File: src/rtl/out_fifo_sync_if.sv
// Fabric/PHY handshake bundle for the output FIFO: byte-wide write side,
// nibble-wide read side, plus the status flags.
interface out_fifo_sync_if #(
    parameter int LANES = 10
);
    logic                 i_wr_en;
    logic [LANES*8-1:0]   i_d;
    logic                 i_rd_en;
    logic [LANES*4-1:0]   o_q;
    logic                 o_empty;
    logic                 o_full;
    logic                 o_almost_empty;
    logic                 o_almost_full;
    logic                 o_err;

    modport master (
        output i_wr_en, i_d, i_rd_en,
        input  o_q, o_empty, o_full, o_almost_empty, o_almost_full, o_err
    );

    modport slave (
        input  i_wr_en, i_d, i_rd_en,
        output o_q, o_empty, o_full, o_almost_empty, o_almost_full, o_err
    );
endinterface

File: src/rtl/out_fifo_sync.sv
// PHY output FIFO: bytes per lane in, nibbles per lane out (low nibble first).
// Define OUT_FIFO_ERR_CHECK_EN to build the sticky overflow/underflow flag o_err.
module out_fifo_sync #(
    parameter int LANES              = 10,
    parameter int DEPTH              = 8,
    parameter int ARRAY_MODE_8X4     = 1,
    parameter int ALMOST_EMPTY_VALUE = 1,
    parameter int ALMOST_FULL_VALUE  = 1
) (
    input  logic           i_clk,
    input  logic           i_nrst,
    out_fifo_sync_if.slave fifo
);

    localparam int AW = (DEPTH > 1) ? $clog2(DEPTH) : 1;
    localparam int CW = AW + 1;
    localparam int DW = LANES * 8;
    localparam int QW = LANES * 4;

    if (DEPTH < 4 || (DEPTH & (DEPTH - 1)) != 0) begin : g_bad_depth
        $error("out_fifo_sync: DEPTH must be a power of two and at least 4");
    end
    if (ALMOST_EMPTY_VALUE < 1 || ALMOST_EMPTY_VALUE > 2) begin : g_bad_ae
        $error("out_fifo_sync: ALMOST_EMPTY_VALUE must be 1..2");
    end
    if (ALMOST_FULL_VALUE < 1 || ALMOST_FULL_VALUE > 2) begin : g_bad_af
        $error("out_fifo_sync: ALMOST_FULL_VALUE must be 1..2");
    end

    typedef enum logic {PH_LO, PH_HI} ph_t;

    logic [DW-1:0] mem [DEPTH];
    logic [AW-1:0] wp;
    logic [AW-1:0] rp;
    logic [CW-1:0] cnt;
    ph_t           ph;
    ph_t           ph_nxt;
    logic [QW-1:0] q_r;
    logic [DW-1:0] rd_entry;
    logic [QW-1:0] rd_nib;
    logic          wr_ok;
    logic          rd_ok;
    logic          pop;
    logic          empty;
    logic          full;

    // Flags decode the registered count only; pointers never decide full/empty.
    assign empty = (cnt == '0);
    assign full  = (cnt == CW'(DEPTH));

    assign fifo.o_empty        = empty;
    assign fifo.o_full         = full;
    assign fifo.o_almost_empty = (cnt <= CW'(ALMOST_EMPTY_VALUE));
    assign fifo.o_almost_full  = (cnt >= CW'(DEPTH - ALMOST_FULL_VALUE));
    assign fifo.o_q            = q_r;

    assign wr_ok = fifo.i_wr_en & ~full;
    assign rd_ok = fifo.i_rd_en & ~empty;

    // Nibble phase: in 8x4 mode the first read of an entry only advances the phase.
    always_comb begin
        ph_nxt = ph;
        pop    = 1'b0;
        if (rd_ok) begin
            if (ARRAY_MODE_8X4 != 0 && ph == PH_LO) begin
                ph_nxt = PH_HI;
            end else begin
                ph_nxt = PH_LO;
                pop    = 1'b1;
            end
        end
    end

    always_comb begin
        rd_entry = mem[rp];
        rd_nib   = '0;
        for (int k = 0; k < LANES; k++) begin
            rd_nib[4*k +: 4] = (ph == PH_HI) ? rd_entry[8*k+4 +: 4] : rd_entry[8*k +: 4];
        end
    end

    // Storage is deliberately left out of reset; only pointers and count matter.
    always_ff @(posedge i_clk) begin
        if (wr_ok) begin
            mem[wp] <= fifo.i_d;
        end
    end

    always_ff @(posedge i_clk or negedge i_nrst) begin
        if (!i_nrst) begin
            wp  <= '0;
            rp  <= '0;
            cnt <= '0;
            ph  <= PH_LO;
            q_r <= '0;
        end else begin
            ph <= ph_nxt;
            if (wr_ok) begin
                wp <= wp + AW'(1);
            end
            if (pop) begin
                rp <= rp + AW'(1);
            end
            if (rd_ok) begin
                q_r <= rd_nib;
            end
            case ({wr_ok, pop})
                2'b10:   cnt <= cnt + CW'(1);
                2'b01:   cnt <= cnt - CW'(1);
                default: cnt <= cnt;
            endcase
        end
    end

`ifdef OUT_FIFO_ERR_CHECK_EN
    logic err_r;

    always_ff @(posedge i_clk or negedge i_nrst) begin
        if (!i_nrst) begin
            err_r <= 1'b0;
        end else if ((fifo.i_wr_en & full) | (fifo.i_rd_en & empty)) begin
            err_r <= 1'b1;
        end
    end

    assign fifo.o_err = err_r;
`else
    assign fifo.o_err = 1'b0;
`endif

endmodule
File: src/flat_wrapper.sv
// flat-port wrapper written by rule: the top's interface ports become plain ports
module out_fifo_sync_flat 
#(
    parameter int LANES              = 10,
    parameter int DEPTH              = 8,
    parameter int ARRAY_MODE_8X4     = 1,
    parameter int ALMOST_EMPTY_VALUE = 1,
    parameter int ALMOST_FULL_VALUE  = 1
)
  (i_clk, i_nrst, fifo_i_wr_en, fifo_i_d, fifo_i_rd_en, fifo_o_q, fifo_o_empty, fifo_o_full, fifo_o_almost_empty, fifo_o_almost_full, fifo_o_err);
  out_fifo_sync_if #(.LANES(LANES)) fifo_i ();
  input  logic i_clk;
  input  logic i_nrst;
  input wire logic [$bits(fifo_i.i_wr_en)-1:0] fifo_i_wr_en;
  input wire logic [$bits(fifo_i.i_d)-1:0] fifo_i_d;
  input wire logic [$bits(fifo_i.i_rd_en)-1:0] fifo_i_rd_en;
  output wire logic [$bits(fifo_i.o_q)-1:0] fifo_o_q;
  output wire logic [$bits(fifo_i.o_empty)-1:0] fifo_o_empty;
  output wire logic [$bits(fifo_i.o_full)-1:0] fifo_o_full;
  output wire logic [$bits(fifo_i.o_almost_empty)-1:0] fifo_o_almost_empty;
  output wire logic [$bits(fifo_i.o_almost_full)-1:0] fifo_o_almost_full;
  output wire logic [$bits(fifo_i.o_err)-1:0] fifo_o_err;
  assign fifo_i.i_wr_en = fifo_i_wr_en;
  assign fifo_i.i_d = fifo_i_d;
  assign fifo_i.i_rd_en = fifo_i_rd_en;
  assign fifo_o_q = fifo_i.o_q;
  assign fifo_o_empty = fifo_i.o_empty;
  assign fifo_o_full = fifo_i.o_full;
  assign fifo_o_almost_empty = fifo_i.o_almost_empty;
  assign fifo_o_almost_full = fifo_i.o_almost_full;
  assign fifo_o_err = fifo_i.o_err;
  out_fifo_sync #(.LANES(LANES), .DEPTH(DEPTH), .ARRAY_MODE_8X4(ARRAY_MODE_8X4), .ALMOST_EMPTY_VALUE(ALMOST_EMPTY_VALUE), .ALMOST_FULL_VALUE(ALMOST_FULL_VALUE)) u_core (.i_clk(i_clk), .i_nrst(i_nrst), .fifo(fifo_i));
endmodule
File: config.mk
export PLATFORM = sky130hd
export DESIGN_NAME = out_fifo_sync_flat
export DESIGN_NICKNAME = d
export VERILOG_FILES = /design/src/rtl/out_fifo_sync_if.sv /design/src/rtl/out_fifo_sync.sv /design/src/flat_wrapper.sv
export SDC_FILE = /design/constraint.sdc
export NUM_CORES = 1
export LEC_CHECK = 0
export CAP_MARGIN = 20
export CORE_MARGIN = 2
export CORE_UTILIZATION = 35
export DETAILED_ROUTE_END_ITERATION = 8
export PLACE_DENSITY = 0.61
export SLEW_MARGIN = 20
export SYNTH_ARGS = -nofsm -noshare
export SYNTH_HDL_FRONTEND = slang
export SYNTH_SLANG_ARGS = --single-unit
File: constraint.sdc
create_clock -name i_clk -period 19.19 [get_ports i_clk]
set_input_delay 3.838 -clock i_clk [delete_from_list [all_inputs] [get_ports i_clk]]
set_output_delay 3.838 -clock i_clk [all_outputs]
set_load 0.02 [all_outputs]
==> flow_summary_export.csv <==
group,metric,value,unit
status,run_status,"complete, no violations",
finish,insertedDiodeCount,0,
clock_tree,cts_htree_levels,3,
global_route,grt_pass1_vias,12900,
worst_setup_path,worst_setup_path_end_kind,"output port",
timing,final.period_utilization,36.3,%
timing,endpoints_failing_setup,0,
synth,synth_nets,1220,
place,dpl.hpwl,29400,µm
drt,drtPass1Iterations,4,
worst_setup_path,timing.critical_path.slowest_cell_delay,750,ps
worst_setup_path,critical_path.startpoint_type,"register",
drt,route.antenna.remaining_nets,0,
timing,slew_violations,0,
floorplanning,die_area,0.0770,mm²
synth,number_of_distinct_library_cells_after_synthesis,32,
clock_tree,cts_root_buffer,"sky130_fd_sc_hd__clkbuf_16",
timing,achievable-frequency,144,MHz
worst_setup_path,data_required_critical_path,15350,ps
worst_setup_path,critical_path.cell_chain,"inv_1, ha_1, or3b_4, inv_2, buf_4, clkdlybuf4s50_1",
clock_tree,clk_path_buf_depth,3,
synth,synth.ff_latch_count,691,
clock_tree,tritoncts,"yes",
synth,syn_inst,1130,
place,placement.io_buffers,127,
clock_tree,cts_made_buffers,67,
synth,post-synth-top-area-cell,"sky130_fd_sc_hd__edfxtp_1",
job,cap_viol_max_count,0,
timing,post-route-min-period,6960,ps
drt,route.detailed.vias_per_inst,5.16,
pwr,totalPowerFinal,4570,µW
global_route,antenna_found_initial,3,
place,post_place_cells,2181,
clock_tree,cts_hold_buf,0,
drt,routed_wl,53900,µm
worst_setup_path,critical_path.max_fanout,42,
drt,residual_drc,0,
finish,layout.cells.most_common_list,"sky130_fd_sc_hd__edfxtp_1 (640), sky130_fd_sc_hd__mux4_2 (160), sky130_fd_sc_hd__clkdlybuf4s50_1 (126)",
worst_setup_path,arrival,3120,ps
worst_setup_path,worst_path_max_delay_cell,"sky130_fd_sc_hd__clkdlybuf4s50_1",
global_route,largest_net_degree_at_the_start_of_global_routing,131,
finish,final_net_count,1371,
floorplanning,std_cell_rows,100,
floorplanning,die_y,277,µm
worst_setup_path,reg2reg_setup_slack,15440,ps
synth,synth_top_cells_by_area,"sky130_fd_sc_hd__edfxtp_1 (73%), sky130_fd_sc_hd__mux4_2 (14%), sky130_fd_sc_hd__dfrtp_1 (4.9%)",
worst_hold_path,min_path_type,"reg -> reg",
pwr,leakagePower,0.00986,µW
floorplanning,start_util,35.3,%
synth,synth.top_cell.area_share,73.4,%
synth,post_synthesis_instance_area,0.0262,mm²
worst_setup_path,reg2reg_to,"u_core.fifo.o_q[36]$_DFFE_PN0P_",
drt,routedWlPerCell,23.5,µm
place,place_congestion,0.683,
timing,worst-slew-pin-transition,1080,ps
finish,non_filler_instances,2300,
global_route,global_route.overflow_total,0,
clock_tree,post_cts_resize_count,0,
drt,routed-via-count,11900,
timing,worst_clock_skew,18.6,ps
floorplanning,ios,129,
clock_tree,clock_sinks,691,
finish,nFillCells,6346,
synth,syn_avg_cell_area,23.2,µm²
pwr,peakVddDrop,0.0000659,V
worst_setup_path,cp-startpoint,"u_core.cnt[0]$_DFFE_PN0P_",
drt,drtIter0Drc,726,
global_route,grt_first_pass_wirelength,81800,µm
finish,layout-area-overhead-vs-synth,17.3,%
finish,layout.core_utilization,41.4,%
pwr,power_per_cell_area,149,mW/mm²
worst_setup_path,worst_setup_path_endpoint,"fifo_o_empty",
floorplanning,die_x,277,µm
global_route,track_usage,14.1,%
clock_tree,postCtsSetupBuffers,0,
timing,finalHoldViolations,0,
clock_tree,clock_latency,590,ps
finish,post_route_cells_drive_above_1_share,22.2,%
timing,maxSlewHeadroom,28.2,%
floorplanning,design.core.area,0.0742,mm²
synth,yosysSeqAreaShare,78.3,%
worst_setup_path,critPathKind,"reg -> out",
timing,fin_setup_tns,0,ps
worst_setup_path,reg2reg_from,"u_core.rp[2]$_DFFE_PN0P_",
finish,layout_commonest_cell,"sky130_fd_sc_hd__edfxtp_1",
timing,rsz0062_at_grt,"false",
clock_tree,cts.reportedPaths.clkPinSlew,60,ps
worst_setup_path,reg2regPathDepth,5,
synth,synth_warnings,0,
-- cell families (layout without fill, tap and decap cells) --
kind of cell / count (synthesis) / count (layout) / synth area share, %
AOI/OAI and AO/OA: 83 / 83 / 2.17
other: 1 / 1 / 0.0143
and+or+nand+nor: 28 / 28 / 0.574
xor gates and xnor gates: 9 / 9 / 0.301
muxes: 243 / 243 / 17.0
buffers and inverters: 69 / 270 / 1.41
DFF: 691 / 691 / 78.3
adders and majority gates: 6 / 6 / 0.287
-- routing by layer --
metal / vias to the layer above / share of wire [%] / GRT usage (%)
li1: 5100 / - / -
met1: 6397 / 43 / 18.7
met2: 292 / 50 / 23.6
met3: 81 / 4.9 / 2.66
met4: 6 / 1.9 / 4.61
met5: - / 0.065 / 0
-- critical path: cells and delay by family (launching register included) --
family	cells	cell delay (ps)
buffers and inverters	4	1440
flip-flops	1	440
AND/OR/NAND/NOR	1	440
adder cells (fa/ha/maj)	1	220
-- report_power, final --
| group | internal, µW | switching, µW | total (µW) |
|---|---|---|---|
| registers | 1920 | 171 | 2090 |
| logic | 585 | 604 | 1190 |
| clock network | 768 | 528 | 1300 |
| total | 3270 | 1300 | 4570 |
-- area by class of cell --
type / count / area, µm² / area share (%)
flip-flops and latches: 691 / 20500 / 66.8
multi-input cells: 370 / 5380 / 17.5
clock buffers: 88 / 1870 / 6.09
repair buffers: 145 / 1410 / 4.60
well taps: 969 / 1210 / 3.95
clock inverters: 31 / 307 / 0.998
inverters: 6 / 22.5 / 0.0733
-- cell usage after synthesis --
library cell                 n
sky130_fd_sc_hd__a21o_1      1
sky130_fd_sc_hd__a21oi_1     1
sky130_fd_sc_hd__buf_1       5
sky130_fd_sc_hd__buf_2      23
sky130_fd_sc_hd__buf_4       1
sky130_fd_sc_hd__buf_6      10
sky130_fd_sc_hd__clkbuf_1   23
sky130_fd_sc_hd__clkbuf_2    1
sky130_fd_sc_hd__conb_1      1
sky130_fd_sc_hd__dfrtp_1    51
sky130_fd_sc_hd__edfxtp_1  640
sky130_fd_sc_hd__ha_1        6
sky130_fd_sc_hd__inv_1       4
sky130_fd_sc_hd__inv_2       2
sky130_fd_sc_hd__mux2_2      2
sky130_fd_sc_hd__mux2i_1    81
sky130_fd_sc_hd__mux4_2    160
sky130_fd_sc_hd__nand2_1     4
sky130_fd_sc_hd__nand2b_1    2
sky130_fd_sc_hd__nand3_1     4
sky130_fd_sc_hd__nand3b_1    2
sky130_fd_sc_hd__nand4_1     1
sky130_fd_sc_hd__nand4b_1    1
sky130_fd_sc_hd__nor2_1      8
sky130_fd_sc_hd__nor3_1      3
sky130_fd_sc_hd__o21ai_0    41
sky130_fd_sc_hd__o221ai_1   40
sky130_fd_sc_hd__or3_1       1
sky130_fd_sc_hd__or3b_4      1
sky130_fd_sc_hd__or4b_1      1
sky130_fd_sc_hd__xnor2_1     7
sky130_fd_sc_hd__xor2_1      2
-- sequential cells by signal, indices dropped and copies added (netlist names) --
signal,count
u_core.fifo.o_q,40
u_core.rp,3
u_core.cnt,4
u_core.wp,3
u_core.mem,640
u_core.ph,1
-- metrics by stage --
step / instance area [µm²] / hold slack, ps / setup slack [ps]
after floorplan: 26200 / 486 / 9170
after global placement: 28500 / 512 / 12470
after detailed placement: 28500 / 506 / 12290
after CTS: 30700 / 528 / 12180
after global routing: 30700 / 584 / 12110
final: 30700 / 522 / 12230
-- how the worst min path moves through the flow --
stage                                            endpoint  slack (ps)  cells after the start                             from
after global placement    u_core.fifo.o_q[14]$_DFFE_PN0P_         510                      2  u_core.fifo.o_q[14]$_DFFE_PN0P_
final                     u_core.fifo.o_q[14]$_DFFE_PN0P_         520                      2  u_core.fifo.o_q[14]$_DFFE_PN0P_
after detailed placement  u_core.fifo.o_q[14]$_DFFE_PN0P_         510                      2  u_core.fifo.o_q[14]$_DFFE_PN0P_
after CTS                 u_core.fifo.o_q[14]$_DFFE_PN0P_         530                      2  u_core.fifo.o_q[14]$_DFFE_PN0P_
after floorplan                  u_core.wp[0]$_DFFE_PN0P_         490                      1         u_core.wp[0]$_DFFE_PN0P_
after global routing      u_core.fifo.o_q[14]$_DFFE_PN0P_         580                      2  u_core.fifo.o_q[14]$_DFFE_PN0P_
Power figures use the tool's default switching activity.
